<file path="config.mk">
export PLATFORM = sky130hd
export DESIGN_NAME = muldiv_sequencer
export DESIGN_NICKNAME = d
export VERILOG_FILES = /design/src/rtl/rv32_pkg.sv /design/src/rtl/muldiv_datapath.sv /design/src/rtl/muldiv_sequencer.sv
export SDC_FILE = /design/constraint.sdc
export NUM_CORES = 1
export LEC_CHECK = 0
export BUFFER_PORTS_ARGS = -buffer_cell sky130_fd_sc_hd__buf_2
export CORE_ASPECT_RATIO = 1.75
export CORE_MARGIN = 4
export CORE_UTILIZATION = 45
export DETAILED_ROUTE_END_ITERATION = 8
export REMOVE_ABC_BUFFERS = 1
export SLEW_MARGIN = 20
export SYNTH_ARGS = -nofsm -noshare
export SYNTH_HDL_FRONTEND = slang
export SYNTH_HIERARCHICAL = 1
export SYNTH_SLANG_ARGS = --single-unit
</file>
<file path="constraint.sdc">
create_clock -name clk_i -period 9.7 [get_ports clk_i]
set_input_delay 2.425 -clock clk_i [delete_from_list [all_inputs] [get_ports clk_i]]
set_output_delay 2.425 -clock clk_i [all_outputs]
set_load 0.1 [all_outputs]
</file>
<file path="src/rtl/rv32_pkg.sv">
// Shared RV32 core definitions: opcodes, M-extension funct3 encodings
// and multiply/divide constants.
package rv32_pkg;

  typedef enum logic [6:0] {
    LUI            = 7'b0110111,
    AUIPC          = 7'b0010111,
    JAL            = 7'b1101111,
    JALR           = 7'b1100111,
    BRANCH         = 7'b1100011,
    LOAD           = 7'b0000011,
    STORE          = 7'b0100011,
    ARITHMETIC_IMM = 7'b0010011,
    ARITHMETIC_REG = 7'b0110011,
    SYSTEM         = 7'b1110011
  } instr_t;

  typedef enum logic [2:0] {
    MUL    = 3'd0,
    MULH   = 3'd1,
    MULHSU = 3'd2,
    MULHU  = 3'd3,
    DIV    = 3'd4,
    DIVU   = 3'd5,
    REM    = 3'd6,
    REMU   = 3'd7
  } muldiv_op_t;

  localparam logic [6:0] FUNCT7_MULDIV = 7'b0000001;
  localparam int         MULDIV_STEPS  = 32;

endpackage

</file>
<file path="src/rtl/muldiv_datapath.sv">
// Operand magnitude capture, shift-add / restoring-divide iteration,
// sign fix-up and the registered result word.
module muldiv_datapath
  import rv32_pkg::*;
#(
  parameter int XLEN = 32
) (
  input  logic            clk,
  input  logic            rst,
  input  logic            load,
  input  logic            step,
  input  logic            finalize,
  input  logic            is_div,
  input  muldiv_op_t      op,
  input  logic [XLEN-1:0] a,
  input  logic [XLEN-1:0] b,
  output logic            special,
  output logic [XLEN-1:0] result
);

  localparam logic [XLEN-1:0] MIN_INT = {1'b1, {(XLEN-1){1'b0}}};

  logic [2*XLEN-1:0] prod, prod_n, prod_fix;
  logic [XLEN-1:0]   mcand, dvsr, quo, quo_n, quo_fix;
  logic [XLEN-1:0]   rem, rem_n, rem_fix, abs_a, abs_b, res_n;
  logic [XLEN:0]     psum, shifted, trial;
  logic              neg_p, neg_q, neg_r;
  logic              sgn_a, sgn_b, sa, sb, ovf, dz;

  always_comb begin
    sgn_a = (op == MULH) || (op == MULHSU) || (op == DIV) || (op == REM);
    sgn_b = (op == MULH) || (op == DIV) || (op == REM);
    sa    = sgn_a & a[XLEN-1];
    sb    = sgn_b & b[XLEN-1];
    abs_a = sa ? -a : a;
    abs_b = sb ? -b : b;
    dz    = is_div & (b == '0);
    ovf   = ((op == DIV) || (op == REM)) & (a == MIN_INT) & (b == '1);
    special = dz | ovf;

    psum   = {1'b0, prod[2*XLEN-1:XLEN]} + (prod[0] ? {1'b0, mcand} : '0);
    prod_n = {psum, prod[XLEN-1:1]};

    // 33-bit trial keeps the borrow of the restoring step
    shifted = {rem, quo[XLEN-1]};
    trial   = shifted - {1'b0, dvsr};
    rem_n   = trial[XLEN] ? shifted[XLEN-1:0] : trial[XLEN-1:0];
    quo_n   = {quo[XLEN-2:0], ~trial[XLEN]};

    prod_fix = neg_p ? -prod_n : prod_n;
    quo_fix  = neg_q ? -quo_n : quo_n;
    rem_fix  = neg_r ? -rem_n : rem_n;

    res_n = result;
    if (load) begin
      if (op[1]) res_n = ovf ? '0 : a;
      else       res_n = ovf ? MIN_INT : '1;
    end else if (is_div) begin
      res_n = op[1] ? rem_fix : quo_fix;
    end else begin
      res_n = (op == MUL) ? prod_fix[XLEN-1:0]
                          : prod_fix[2*XLEN-1:XLEN];
    end
  end

  always_ff @(posedge clk or posedge rst) begin
    if (rst) begin
      prod   <= '0;
      mcand  <= '0;
      dvsr   <= '0;
      rem    <= '0;
      quo    <= '0;
      neg_p  <= 1'b0;
      neg_q  <= 1'b0;
      neg_r  <= 1'b0;
      result <= '0;
    end else begin
      if (load) begin
        mcand <= abs_a;
        dvsr  <= abs_b;
        prod  <= {{XLEN{1'b0}}, abs_b};
        rem   <= '0;
        quo   <= abs_a;
        neg_p <= sa ^ sb;
        neg_q <= sa ^ sb;
        neg_r <= sa;
      end else if (step) begin
        if (is_div) begin
          rem <= rem_n;
          quo <= quo_n;
        end else begin
          prod <= prod_n;
        end
      end
      if (finalize) result <= res_n;
    end
  end

endmodule

</file>
<file path="src/rtl/muldiv_sequencer.sv">
// RV32M multi-cycle multiply/divide sequencer: IDLE/RUN/DONE control,
// iteration counter and core stall generation.
module muldiv_sequencer
  import rv32_pkg::*;
#(
  parameter int XLEN = 32
) (
  input  logic            clk_i,
  input  logic            rst_i,
  input  logic            start_i,
  input  logic [2:0]      op_i,
  input  logic [XLEN-1:0] rs1_i,
  input  logic [XLEN-1:0] rs2_i,
  input  logic            flush_i,
  output logic            busy_o,
  output logic            done_o,
  output logic            stall_o,
  output logic [XLEN-1:0] result_o
);

  typedef enum logic [1:0] {
    IDLE = 2'd0,
    RUN  = 2'd1,
    DONE = 2'd2
  } state_t;

  state_t     state, state_n;
  logic [4:0] cnt, cnt_n;
  muldiv_op_t op_q, op_sel;
  logic       load, step, finalize, is_div, special;

  always_ff @(posedge clk_i or posedge rst_i) begin
    if (rst_i) begin
      state <= IDLE;
      cnt   <= '0;
      op_q  <= MUL;
    end else begin
      state <= state_n;
      cnt   <= cnt_n;
      if (load) op_q <= op_sel;
    end
  end

  always_comb begin
    op_sel   = (state == IDLE) ? muldiv_op_t'(op_i) : op_q;
    is_div   = op_sel[2];
    state_n  = state;
    cnt_n    = cnt;
    load     = 1'b0;
    step     = 1'b0;
    finalize = 1'b0;
    unique case (state)
      IDLE: begin
        if (start_i && !flush_i) begin
          load  = 1'b1;
          cnt_n = 5'(MULDIV_STEPS - 1);
          // special results are known at accept, so skip RUN
          if (special) begin
            finalize = 1'b1;
            state_n  = DONE;
          end else begin
            state_n = RUN;
          end
        end
      end
      RUN: begin
        if (flush_i) begin
          state_n = IDLE;
        end else begin
          step  = 1'b1;
          cnt_n = cnt - 5'd1;
          if (cnt == 5'd0) begin
            finalize = 1'b1;
            state_n  = DONE;
          end
        end
      end
      DONE:    state_n = IDLE;
      default: state_n = IDLE;
    endcase
  end

  assign busy_o  = (state == RUN);
  assign done_o  = (state == DONE);
  assign stall_o = start_i & ~done_o;

  muldiv_datapath #(.XLEN(XLEN)) u_dp (
    .clk      (clk_i),
    .rst      (rst_i),
    .load     (load),
    .step     (step),
    .finalize (finalize),
    .is_div   (is_div),
    .op       (op_sel),
    .a        (rs1_i),
    .b        (rs2_i),
    .special  (special),
    .result   (result_o)
  );

endmodule

</file>
## Yosys cells after proc, flatten, opt, wreduce, memory -nomap -nowiden

Index checks and enable logic that the tools add are counted.

| word-level totals | value |
|---|---|
| bits in read-only memories | 0 |
| memory bits (writable) | 0 |
| memories | 0 |
| latch bits | 0 |
| output and inout bits | 35 |
| register bits after elaboration | 236 |

| operators by class | value |
|---|---|
| bitwise gates (word level) | 10 |
| magnitude comparators | 0 |
| multiplexer cells | 41 |
| equal/unequal tests | 12 |
| $add $sub $neg | 8 |
| shift-type cells | 0 |
| reductions and logical operators | 19 |
| multipliers | 0 |
| div/mod/pow operators | 0 |

Operators by type and width:

| operator | number |
|---|---|
| 32-bit 2-to-1 mux | 18 |
| 64-bit 2-to-1 mux | 4 |
| 32-bit negation | 4 |
| 32-bit == test (second input constant) | 2 |
| 64-bit negation | 1 |
| 32-bit by 33-bit adder with 33-bit output | 1 |
| 33-bit by 32-bit subtractor with 33-bit output | 1 |
| 32-bit logical NOT | 1 |
| 31-bit 2-to-1 mux | 1 |
| 5-bit 2-to-1 mux | 2 |
| 5-bit one-hot mux with 2 select lines | 1 |
| 1-bit 2-to-1 mux | 8 |
| 2-bit 2-to-1 mux | 4 |
| 1-bit AND | 6 |
| 3-bit == test (second input constant) | 2 |
| 1-bit logical OR | 6 |
| 2-bit AND reduction | 3 |
| 2-bit nonzero test | 3 |
| 5-bit logical NOT | 1 |
| 5-bit by 1-bit subtractor with 5-bit output (second input constant) | 1 |
| 2-bit != test (second input constant) | 2 |
| 2-bit one-hot mux with 2 select lines | 1 |
| 3-bit by 1-bit == test with 1-bit output (second input constant) | 1 |
| 3-bit by 2-bit == test with 1-bit output (second input constant) | 1 |
| other kinds (14) | 15 |

## Depth between registers and ports, before layout

Gate-level depths: netlist of run 1.

| logic depth | value |
|---|---|
| depth after elaboration | 10 |
| gate-level depth with buffers | 24 |
| mapped depth without buffers | 22 |

## By module

Netlist of run 1, hierarchy kept.

By module, submodules not included:

| module | area an instance (µm²) | seq. area each (µm²) | cells each | times used |
|---|---|---|---|---|
| muldiv_datapath | 19,282.2 | 5,655.4 | 2,423 | 1 |
| muldiv_sequencer | 538.0 | 250.2 | 47 | 1 |

## Worst setup path before layout of run 1

No wires, ideal clock.

| timing | value |
|---|---|
| path type | input-to-output |
| from | in start_i |
| to | out stall_o |
| data required time | 7.275 ns |
| data arrival time | 3.759 ns |
| path slack | 3.516 ns |
| stages | 1 |
| path through | nor2b_1 |

| between the ends | value |
|---|---|
| cells in the longest elaborated chain, start to end | 1 |

Ends and longest elaborated chain:

| element | RTL line | text |
|---|---|---|
| from (decl) | muldiv_sequencer.sv:10 | `input logic start_i,` |
| 1-bit AND | muldiv_sequencer.sv:85 | `assign stall_o = start_i & ~done_o;` |
| to (decl) | muldiv_sequencer.sv:17 | `output logic stall_o,` |

No other way between the ends.

## Worst setup path in the final report of run 1

| timing | value |
|---|---|
| from | in rs1_i[1] |
| to | reg u_dp.result[30] |

| between the ends | value |
|---|---|
| cells in the longest elaborated chain, start to end | 7 |

Ends and longest elaborated chain:

| element | RTL line | text |
|---|---|---|
| from (decl) | muldiv_sequencer.sv:12 | `input logic [XLEN-1:0] rs1_i,` |
| 32-bit == test | muldiv_datapath.sv:38 | `ovf = ((op == DIV) \|\| (op == REM)) & (a == MIN_INT) & (b == '1);` |
| 1-bit AND (2 in a row) | muldiv_datapath.sv:38 |  |
| 1-bit OR | muldiv_datapath.sv:39 | `special = dz \| ovf;` |
| via special | muldiv_sequencer.sv:30 | `logic load, step, finalize, is_div, special;` |
| 1-bit 2-to-1 mux | muldiv_sequencer.sv:58 | `if (special) begin` |
| 1-bit 2-to-1 mux | muldiv_sequencer.sv:54 | `if (start_i && !flush_i) begin` |
| 1-bit one-hot mux with 2 select lines | muldiv_sequencer.sv:52 | `unique case (state)` |
| via finalize | muldiv_sequencer.sv:30 |  |
| to (signal assigned) | muldiv_datapath.sv:95 | `if (finalize) result <= res_n;` |
| to (decl) | muldiv_datapath.sv:18 | `output logic [XLEN-1:0] result` |

The timed path passes the listed nets, and every way through them passes these cells.
A chain may end at the register's enable or synchronous reset.

==> impl_results.md, run 1 <==
- Status: completed
- Crit path kind: in -> reg
- CP top delay family: simple AND/OR/NAND/NOR gates
- Slowest cell on crit path: buf_4
- Row Count: 101
- Total congestion overflow: 0
- Synth top area share: 29.8%
- Worst EP arrival: 7.17 ns
- R2R Setup Slk: 3.38 ns
- Layout cell share with drive strength beyond 1: 10.7%
- CTS sink cnt: 236
- Chip Width: 167 um
- Initial antenna violation count: 1
- Period utilization: 69.3%
- Cell Area, Synth: 19,800 sq um
- Pre-Repair DR Iteration Count: 6
- First-pass GRT wire length: 111,000 um
- Post-place instance area: 20,800 sq um
- Register Area: 5910 sq um
- Clock-pin slew of the registers on the worst-case setup and hold paths: 0.07 ns
- CP startpoint kind: primary input
- Top cells by area, synth: dfrtp_1 (30%), o21ai_0 (7.3%), nand2_1 (5.3%)
- Die span in y: 286 um
- Core area: 43,500 sq um
- Sequential share of the synthesized area: 29.8%
- Post-detail-place hpwl: 57,700 um
- EDFF count, synth: 0
- Fin. Hold Viols: 0
- Num ports: 106
- CTS tree: done
- Worst-case clock buffer depth: 3
- DR vias: 19,400
- Crit. End Element: register
- Critical Path Max Stage Delay: 0.55 ns
- Fin. max-slew vios: 0
- RSZ-0062 raised after global routing: no
- CTS Hold Bufs: 0
- R2R cell count: 23
- Post-synth top flop: dfrtp_1
- Count of different cell masters after synthesis: 106
- TritonCTS Buffers: 26
- Commonest cells in the netlist: o21ai_0 (289), nand2_1 (281), dfrtp_1 (236), a21oi_1 (169), nor2_1 (158)
- WP buf/inv: 3
- FMAX: 149 MHz
- Gr usage total: 29.6%
- Largest net degree at the start of global routing: 111
- Later-pin clock latency in the skew report: 0.56 ns
- Total design power: 4730 uW
- Setup ws final: 2.98 ns
- Pwr Density: 217 nW/um^2
- DRT Wirelength: 74,000 um
- Worst hold slack: 0.470 ns
- Post-CTS Resized: 0
- WL/cell: 24.0 um
- WHS Endpoint: u_dp/mcand[11]
- Initial detailed-routing violation count: 1,499
- Pre-CTS setup slack: 2.50 ns
- I/O Buffers: 105
- Slew @ Worst Pin: 1.11 ns
- Setup bufs post-CTS: 0
- Vias per std cell: 6.32
- WHS Path Cells: 1
- CP Cell Sequence: buf_2 -> inv_1 -> ha_1 -> or3b_2 -> nor3_1 -> and3b_1 -> nand2_1 -> nor4_2 -> a41o_1 -> nand2_1 -> o21ai_4 -> buf_4 -> o221ai_1 -> a41o_1 -> a211oi_1 -> and3_1 -> o221ai_1 -> o211a_1
- Clk_skew: 0.0182 ns
- Count leader, synth: o21ai_0
- Multi-input logic area: 13,100 sq um
- Slew headroom: 25.7%
- Final ANT Viol Nets: 0
- Max-Cap Viols: 0
- FF+latch count, synth: 236
- Reg-to-Reg Start: u_dp/quo[31]
- DRC: 0
- CP required: 10.15 ns
- Static Leak: 0.00941 uW
- # nets final: 2,634
- Post-synth ARST share: 100%
- Yosys top cell by area: dfrtp_1
- Min-Delay Path Class: reg -> reg
- Reg2reg end: u_dp/result[26]
- H-tree depth: 1
- Die area: 47,600 sq um
- Post-Synthesis Cells: 2,470
- Setup total negative slack: 0 ns
- Design area: 21,800 sq um
- Yosys Warn Count: 6
- Vias in the first global route: 18,900
- Filler cells: 4,267
- # setup viols final: 0
- Critical Path Fanout Max: 64
- Starting Density: 45.6%
- Root Buffer: clkbuf_16
- GP Congestion: 0.940
- Tmin final: 6.72 ns
- Syn-to-layout area delta: 9.82%
- Hold_sp: u_dp/mcand[11]
- Stages on the worst setup path: 18
- VDD IR max: 0.113 mV
- Synthesized area per cell: 8.02 sq um
how the worst max path moves through the flow:
stage          startpoint               to  slack, ns
2_1_floorplan       rst_i     u_dp/dvsr[0]       1.08
3_3_place_gp     rs2_i[1]  u_dp/result[30]       2.59
3_5_place_dp     rs2_i[1]  u_dp/result[30]       2.50
4_1_cts          rs1_i[1]  u_dp/result[30]       3.07
5_1_grt          rs2_i[1]  u_dp/result[30]       2.73
6_report         rs1_i[1]  u_dp/result[30]       2.98
registers in the layout, summed over array words and instances, names as in the netlist, 2 cells and up:
register and cells:
cnt 5, op_q 3, state 2, u_dp/dvsr 32, u_dp/mcand 32, u_dp/prod 64
u_dp/quo 32, u_dp/rem 32, u_dp/result 32
cell usage in the layout, fill, tap and decap left out, types with 47 or more instances in the layout:
cell,synthesis,final
nor2_1,158,157
ha_1,71,71
and2_1,50,49
buf_2,15,105
xor2_1,72,72
xnor2_1,95,95
a21oi_1,169,168
inv_1,77,76
nor3_1,52,51
o21ai_0,289,288
dfrtp_1,236,235
a21boi_0,48,47
nand2_1,281,280
metal layers:
metal,GRT usage (%),vias to the layer above,part of all wire [%]
met4,17.8,0,7.4
met5,0,-,0
met2,55.0,630,52
met1,32.3,9465,36
li1,-,9128,-
met3,2.54,211,4.3
power by group:
part	internal [uW]	leakage [uW]	switching [uW]
registers	1190	0.00295	275
logic	763	0.00600	1330
clock network	699	0.000461	464
total	2650	0.00941	2070
cell type report:
class | instances | area share [%]
timing repair buffer | 140 | 3.68
sequential | 236 | 27.1
tap | 566 | 3.25
clock buffer | 30 | 3.16
multi-input combinational | 2005 | 60.0
inverter | 81 | 1.47
clock inverter | 18 | 1.33
antenna | 1 | 0.0115
per-stage QoR:
stage,utilization (%),cells
floorplan,-,2322
global placement,47.8,3027
detailed placement,47.8,3027
CTS,50.0,3075
global route,50.1,3077
finish,50.1,3077
logic make-up (layout without fill, tap and decap cells):
group | Yosys count | after routing | share of synthesized area, %
xor+xnor | 167 | 167 | 7.38
simple gates | 813 | 813 | 21.1
buf+inv | 229 | 269 | 4.51
mux | 53 | 53 | 2.73
other cells | 0 | 1 | 0
compound gates | 899 | 899 | 29.8
fa+ha+maj | 73 | 73 | 4.68
flops | 236 | 236 | 29.8
(Power assumes the default switching activity.)
==> inputs of run 2 (changes only) <==
clock period = 6.82 ns   (was 9.7 ns; I/O delays follow)
==> run 2 against run 1 <==
Compared with the run above: sequential share of layout area rose by 0.092 points; non-clock buffer count up 6; critical endpoint is now u_dp/result[24]; highest routed layer unchanged; die area stayed put; count of clock-buffer cells in the layout decreased by 1; via count is 0.21% higher; hold slack hardly changed; flip-flop and latch count stayed put; clock power is 28% higher; clock skew grew 0.0061 ns.
==> impl_results.md, run 2 (synthesis gave the netlist of run 1 again) <==
- DR vias: 19,500 (was 19,400)
- Pre-Repair DR Iteration Count: 8 (was 6)
- Fin. max-slew vios: 0 (unchanged)
- Die area: 47,600 sq um (unchanged)
- Critical Path Max Stage Delay: 0.67 ns (was 0.55 ns)
- CTS Hold Bufs: 0 (unchanged)
- Slowest cell on crit path: o41ai_1 (was buf_4)
- Later-pin clock latency in the skew report: 0.57 ns (was 0.56 ns)
- Layout cell share with drive strength beyond 1: 10.9% (was 10.7%)
- Post-CTS Resized: 0 (unchanged)
- Starting Density: 45.6% (unchanged)
- Cell mode on critical path: a21oi_1
- Post-place instance area: 20,800 sq um (about the same)
- CP top delay family: compound AO/OA/AOI/OAI gates (was simple AND/OR/NAND/NOR gates)
- Vias in the first global route: 19,400 (was 18,900)
- Core area: 43,500 sq um (unchanged)
- Worst-case clock buffer depth: 3 (unchanged)
- Chip Width: 167 um (unchanged)
- Post-Layout Cell Count: 3,079 (was 3,077)
- VDD IR max: 0.153 mV (was 0.113 mV)
- Design area: 21,700 sq um (was 21,800 sq um)
- # setup viols final: 0 (unchanged)
- CP startpoint kind: register (was primary input)
- Setup bufs post-CTS: 0 (unchanged)
- Largest net degree at the start of global routing: 123 (was 111)
- Initial antenna violation count: 0 (was 1)
- Filler cells: 4,296 (was 4,267)
- Commonest cells after routing, fill and taps aside: o21ai_0 (288), nand2_1 (280), dfrtp_1 (235), a21oi_1 (168), nor2_1 (157) (unchanged)
- Dpl cells: 3,033 (was 3,027)
- Static Leak: 0.00940 uW (was 0.00941 uW)
- Total congestion overflow: 0 (unchanged)
- FMAX: 175 MHz
- CP Cell Sequence: inv_1 -> ha_1 -> fa_1 -> nor2b_1 -> o31ai_4 -> a21oi_1 -> buf_4 -> o211a_1 -> o31ai_4 -> buf_4 -> nand2_2 -> inv_2 -> a21oi_1 -> ha_1 -> o21ai_0 -> or4_1 -> a21oi_1 -> a21oi_1 -> buf_4 -> o41ai_1 -> xnor2_1 -> nand2_1 -> a21oi_1 (was buf_2 -> inv_1 -> ha_1 -> or3b_2 -> nor3_1 -> and3b_1 -> nand2_1 -> nor4_2 -> a41o_1 -> nand2_1 -> o21ai_4 -> buf_4 -> o221ai_1 -> a41o_1 -> a211oi_1 -> and3_1 -> o221ai_1 -> o211a_1)
- I/O Buffers: 105 (unchanged)
- Pwr Density: 302 nW/um^2 (was 217 nW/um^2)
- CTS tree: done (unchanged)
- H-tree depth: 1 (unchanged)
- Tmin final: 5.71 ns
- Top reg by flops: u_dp/prod (unchanged)
- Max reg flops: 64 (unchanged)
- TritonCTS Buffers: 25 (was 26)
- CP required: 7.29 ns (was 10.15 ns)
- Crit path kind: reg -> reg (was in -> reg)
- GP Congestion: 0.961 (was 0.940)
- Initial detailed-routing violation count: 1,526 (was 1,499)
- Clock-pin slew of the registers on the worst-case setup and hold paths: 0.07 ns (about the same)
- Gr usage total: 30.0% (was 29.6%)
- First-pass GRT wire length: 113,000 um (was 111,000 um)
- Period utilization: 83.7%
- Slew @ Worst Pin: 1.13 ns (was 1.11 ns)
- Clk_skew: 0.0243 ns (was 0.0182 ns)
- Root Buffer: clkbuf_16 (unchanged)
- # diodes: 0 (was 1)
- Final ANT Viol Nets: 0 (unchanged)
- Crit. End Element: register (unchanged)
- Critical Path Fanout Max: 13 (was 64)
- Row Count: 101 (unchanged)
- Vias per std cell: 6.32 (about the same)
- Die span in y: 286 um (unchanged)
- RSZ-0062 raised after global routing: no (unchanged)
- CTS sink cnt: 236 (unchanged)
- Fin. Hold Viols: 0 (unchanged)
- WL/cell: 24.2 um (was 24.0 um)
- Most common cell after layout, fill and taps aside: o21ai_0 (unchanged)
- Total design power: 6550 uW (was 4730 uW)
- DRC: 0 (unchanged)
- Num ports: 106 (unchanged)
- Worst EP arrival: 6.18 ns (was 7.17 ns)
- DRT Wirelength: 74,400 um (was 74,000 um)
- Status: completed (unchanged)
- Post-detail-place hpwl: 58,000 um (was 57,700 um)
- WP buf/inv: 5 (was 3)
- Max-Cap Viols: 0 (unchanged)
- # nets final: 2,639 (was 2,634)
- Syn-to-layout area delta: 9.45% (was 9.82%)
- Min-Delay Path Class: reg -> reg (unchanged)
- Slew headroom: 25.0% (was 25.7%)
-- run 2: changes by cell type in the layout (fill, tap and decap cells not counted), moves of 2 or more --
cell        change
inv_6           +2
clkbuf_16       -2
clkbuf_8        +2
clkinv_4        +3
bufinv_16       -4
clkinvlp_4      -3
buf_4           +6
-- run 2: layer usage --
metal	share of wire [%]	wire length, um	track usage, %	vias up
li1	-	-	-	9131
met1	37	27500	33.0	9491
met2	52	39000	56.2	630
met3	3.9	2880	2.42	222
met4	6.7	4990	16.9	0
met5	0	0	0	-
-- run 2: power by group --
part / internal (uW) / switching (uW) / leakage (uW)
registers: 1690 / 396 / 0.00295
clock network: 819 / 660 / 0.000414
logic: 1090 / 1890 / 0.00604
total: 3600 / 2950 / 0.00940
-- run 2: layout make-up --
cell class | count | area, sq um | area share [%]
clock buffer | 29 | 661 | 3.05
clock inverter | 16 | 190 | 0.877
inverter | 81 | 319 | 1.47
multi-input combinational | 2005 | 13100 | 60.2
sequential | 236 | 5910 | 27.2
tap | 566 | 708 | 3.26
timing repair buffer | 146 | 853 | 3.93
-- run 2: worst paths after layout --
path | start | endpoint | slack [ns] | depth (start not counted)
max | u_dp/quo[31] | u_dp/result[24] | 1.11 | 23
min reg2reg | u_dp/mcand[5] | u_dp/mcand[5] | 0.47 | 1
min | u_dp/mcand[5] | u_dp/mcand[5] | 0.47 | 1
max reg2reg | u_dp/quo[31] | u_dp/result[24] | 1.11 | 23
max in group asynchronous | rst_i | u_dp/prod[20] | 4.06 | 3
min in group asynchronous | rst_i | op_q[0] | 1.22 | 2
-- run 2: per-stage QoR --
stage | hold slack (ns) | util, % | setup slack [ns] | TNS, ns
2_1_floorplan | 0.443 | - | -1.08 | -243.38
3_3_place_gp | 0.453 | 47.9 | 1.03 | 0
3_5_place_dp | 0.459 | 47.9 | 1.02 | 0
4_1_cts | 0.475 | 49.8 | 1.22 | 0
5_1_grt | 0.488 | 49.9 | 0.837 | 0
6_report | 0.471 | 49.9 | 1.11 | 0
==> inputs of run 3 (changes only) <==
clock period = 4.7 ns   (was 6.82 ns; I/O delays follow)
==> run 3 against run 2 <==
Compared with the run above: global-route usage up 2.1 points; cell count is 4.7% higher; critical path depth shrank 6; power up 52%; critical path type unchanged; die area unchanged; utilization increased by 2.8 points; critical endpoint is now u_dp/result[25]; clock skew is 0.015 ns higher; final area increased by 5.6%.
==> impl_results.md, run 3 (synthesis gave the netlist of run 1 again) <==
- CTS sink cnt: 236 (unchanged)
- Die span in y: 286 um (unchanged)
- Crit. End Element: register (unchanged)
- Vias in the first global route: 20,000 (was 19,400)
- Later-pin clock latency in the skew report: 0.57 ns (about the same)
- Top reg by flops: u_dp/prod (unchanged)
- Fin. Hold Viols: 0 (unchanged)
- Fin. max-slew vios: 0 (unchanged)
- Reg2reg end: u_dp/result[25] (was u_dp/result[24])
- # diodes: 0 (unchanged)
- Period utilization: 96.1% (was 83.7%)
- Slowest cell on crit path: dfrtp_1 (was o41ai_1)
- Hold_sp: u_dp/mcand[18] (was u_dp/mcand[5])
- Sequential power share: 29.9% (was 31.9%)
- CTS tree: done (unchanged)
- Total design power: 9960 uW (was 6550 uW)
- TritonCTS Buffers: 25 (unchanged)
- GP Congestion: 0.979 (was 0.961)
- Pre-Repair DR Iteration Count: 8 (unchanged)
- Row Count: 101 (unchanged)
- H-tree depth: 1 (unchanged)
- Largest net degree at the start of global routing: 100 (was 123)
- Layout cell share with drive strength beyond 1: 16.4% (was 10.9%)
- Min-Delay Path Class: reg -> reg (unchanged)
- Pwr Density: 435 nW/um^2 (was 302 nW/um^2)
- Worst-case clock buffer depth: 3 (unchanged)
- Slew headroom: 23.5% (was 25.0%)
- Reg-to-Reg Start: u_dp/prod[0] (was u_dp/quo[31])
- Critical Path Max Stage Delay: 0.45 ns (was 0.67 ns)
- Initial detailed-routing violation count: 1,578 (was 1,526)
- Static Leak: 0.0101 uW (was 0.00940 uW)
- R2R Setup Slk: 0.18 ns (was 1.11 ns)
- CP Cell Sequence: and2_1 -> ha_1 -> fa_1 -> a21o_1 -> a311o_1 -> a21o_1 -> a21oi_2 -> xnor2_1 -> nor4_4 -> buf_4 -> nand4b_4 -> buf_4 -> nand2b_4 -> o31ai_2 -> xnor2_1 -> a211oi_1 -> a31oi_1 (was inv_1 -> ha_1 -> fa_1 -> nor2b_1 -> o31ai_4 -> a21oi_1 -> buf_4 -> o211a_1 -> o31ai_4 -> buf_4 -> nand2_2 -> inv_2 -> a21oi_1 -> ha_1 -> o21ai_0 -> or4_1 -> a21oi_1 -> a21oi_1 -> buf_4 -> o41ai_1 -> xnor2_1 -> nand2_1 -> a21oi_1)
- Comb pwr share: 48.5% (was 45.5%)
- Syn-to-layout area delta: 15.5% (was 9.45%)
- DRT Wirelength: 79,800 um (was 74,400 um)
- Slew @ Worst Pin: 1.14 ns (was 1.13 ns)
- Vias per std cell: 6.27 (was 6.32)
- Core area: 43,500 sq um (unchanged)
- Final Util: 52.7% (was 49.9%)
- Commonest cells after routing, fill and taps aside: o21ai_0 (284), nand2_1 (280), dfrtp_1 (235), buf_4 (179), a21oi_1 (161) (was o21ai_0 (288), nand2_1 (280), dfrtp_1 (235), a21oi_1 (168), nor2_1 (157))
- Switching power: 4430 uW (was 2950 uW)
- DRC: 0 (unchanged)
- Crit path kind: reg -> reg (unchanged)
- Chip Width: 167 um (unchanged)
- Starting Density: 45.6% (unchanged)
- Clock Power Share: 21.6% (was 22.6%)
- Max reg flops: 64 (unchanged)
- Num ports: 106 (unchanged)
- Clk_skew: 0.0395 ns (was 0.0243 ns)
- # setup viols final: 0 (unchanged)
- VDD IR max: 0.237 mV (was 0.153 mV)
- WHS Endpoint: u_dp/mcand[18] (was u_dp/mcand[5])
- Max-Cap Viols: 0 (unchanged)
- R2R cell count: 17 (was 23)
- Initial antenna violation count: 0 (unchanged)
- Worst EP arrival: 4.94 ns (was 6.18 ns)
- FMAX: 221 MHz (was 175 MHz)
- Most common cell after layout, fill and taps aside: o21ai_0 (unchanged)
- Power Internal: 5530 uW (was 3600 uW)
- Total congestion overflow: 0 (unchanged)
- Crit path from: u_dp/prod[0] (was u_dp/quo[31])
- Status: completed (unchanged)
- Final ANT Viol Nets: 0 (unchanged)
- WHS Path Cells: 1 (unchanged)
- WL/cell: 24.8 um (was 24.2 um)
- Critical Path Fanout Max: 5 (was 13)
- Post-detail-place hpwl: 63,200 um (was 58,000 um)
- I/O Buffers: 105 (unchanged)
- Worst hold slack: 0.470 ns (was 0.471 ns)
- Net Sw Frac: 44.5% (was 45.0%)
- CP startpoint kind: register (unchanged)
- Tmin final: 4.52 ns (was 5.71 ns)
- Root Buffer: clkbuf_16 (unchanged)
- Gr usage total: 32.1% (was 30.0%)
- CP required: 5.12 ns (was 7.29 ns)
- Die area: 47,600 sq um (unchanged)
- DR vias: 20,200 (was 19,500)
- # nets final: 2,782 (was 2,639)
- First-pass GRT wire length: 120,000 um (was 113,000 um)
- Clock-pin slew of the registers on the worst-case setup and hold paths: 0.07 ns (about the same)
run 3: cell type report:
cell class	instances	area [sq um]
tap	566	708
sequential	236	5910
fill	4257	20600
clock buffer	32	692
timing repair buffer	289	1960
clock inverter	14	170
inverter	81	319
multi-input combinational	2005	13100
run 3: what timing repair did:
item                                    CTS  global route
gates resized for setup                   3            21
endpoints found under the setup margin    6            17
hold buffers                              0             0
pin swaps                                 0             5
buffers inserted                          0             1
run 3: stage by stage:
stage | cell area [sq um] | worst slack [ns] | TNS, ns | cells
after floorplan | 19200 | -2.67 | -702.71 | 2322
after global placement | 21900 | 0.0337 | 0 | 3175
after detailed placement | 21900 | -0.114 | -0.199 | 3175
after CTS | 22800 | 0.00316 | 0 | 3221
after global routing | 22900 | -0.0182 | -0.0248 | 3223
final | 22900 | 0.183 | 0 | 3223
run 3: power by group through the flow:
stage                     sequential [uW]  combinational (uW)  clock (uW)
after floorplan                      2960                2980           0
after global placement               2980                4660           0
after detailed placement             3000                4700           0
after CTS                            2970                4740        2190
after global routing                 3030                5240        2260
final                                2980                4830        2150
run 3: worst max path at each step:
stage,to,depth (start not counted)
2_1_floorplan,u_dp/dvsr[0],1
3_3_place_gp,u_dp/result[26],21
3_5_place_dp,u_dp/result[26],21
4_1_cts,u_dp/result[26],21
5_1_grt,u_dp/result[26],17
6_report,u_dp/result[25],17
run 3: per-layer routing:
metal  share of wire [%]  global-route usage [%]
met4                 7.9                    20.6
met3                 4.2                    2.50
met5                   0                       0
met1                  36                    35.3
met2                  51                    59.0
run 3: worst max-delay path, delay by kind of cell, from the launching register on:
kind                       cells  cell delay, ns
AOI/OAI and AO/OA              7            1.82
xor gates and xnor gates       2            0.30
adders and majority gates      2            0.61
buffers and inverters          2            0.38
DFF                            1            0.45
and+or+nand+nor                4            0.81
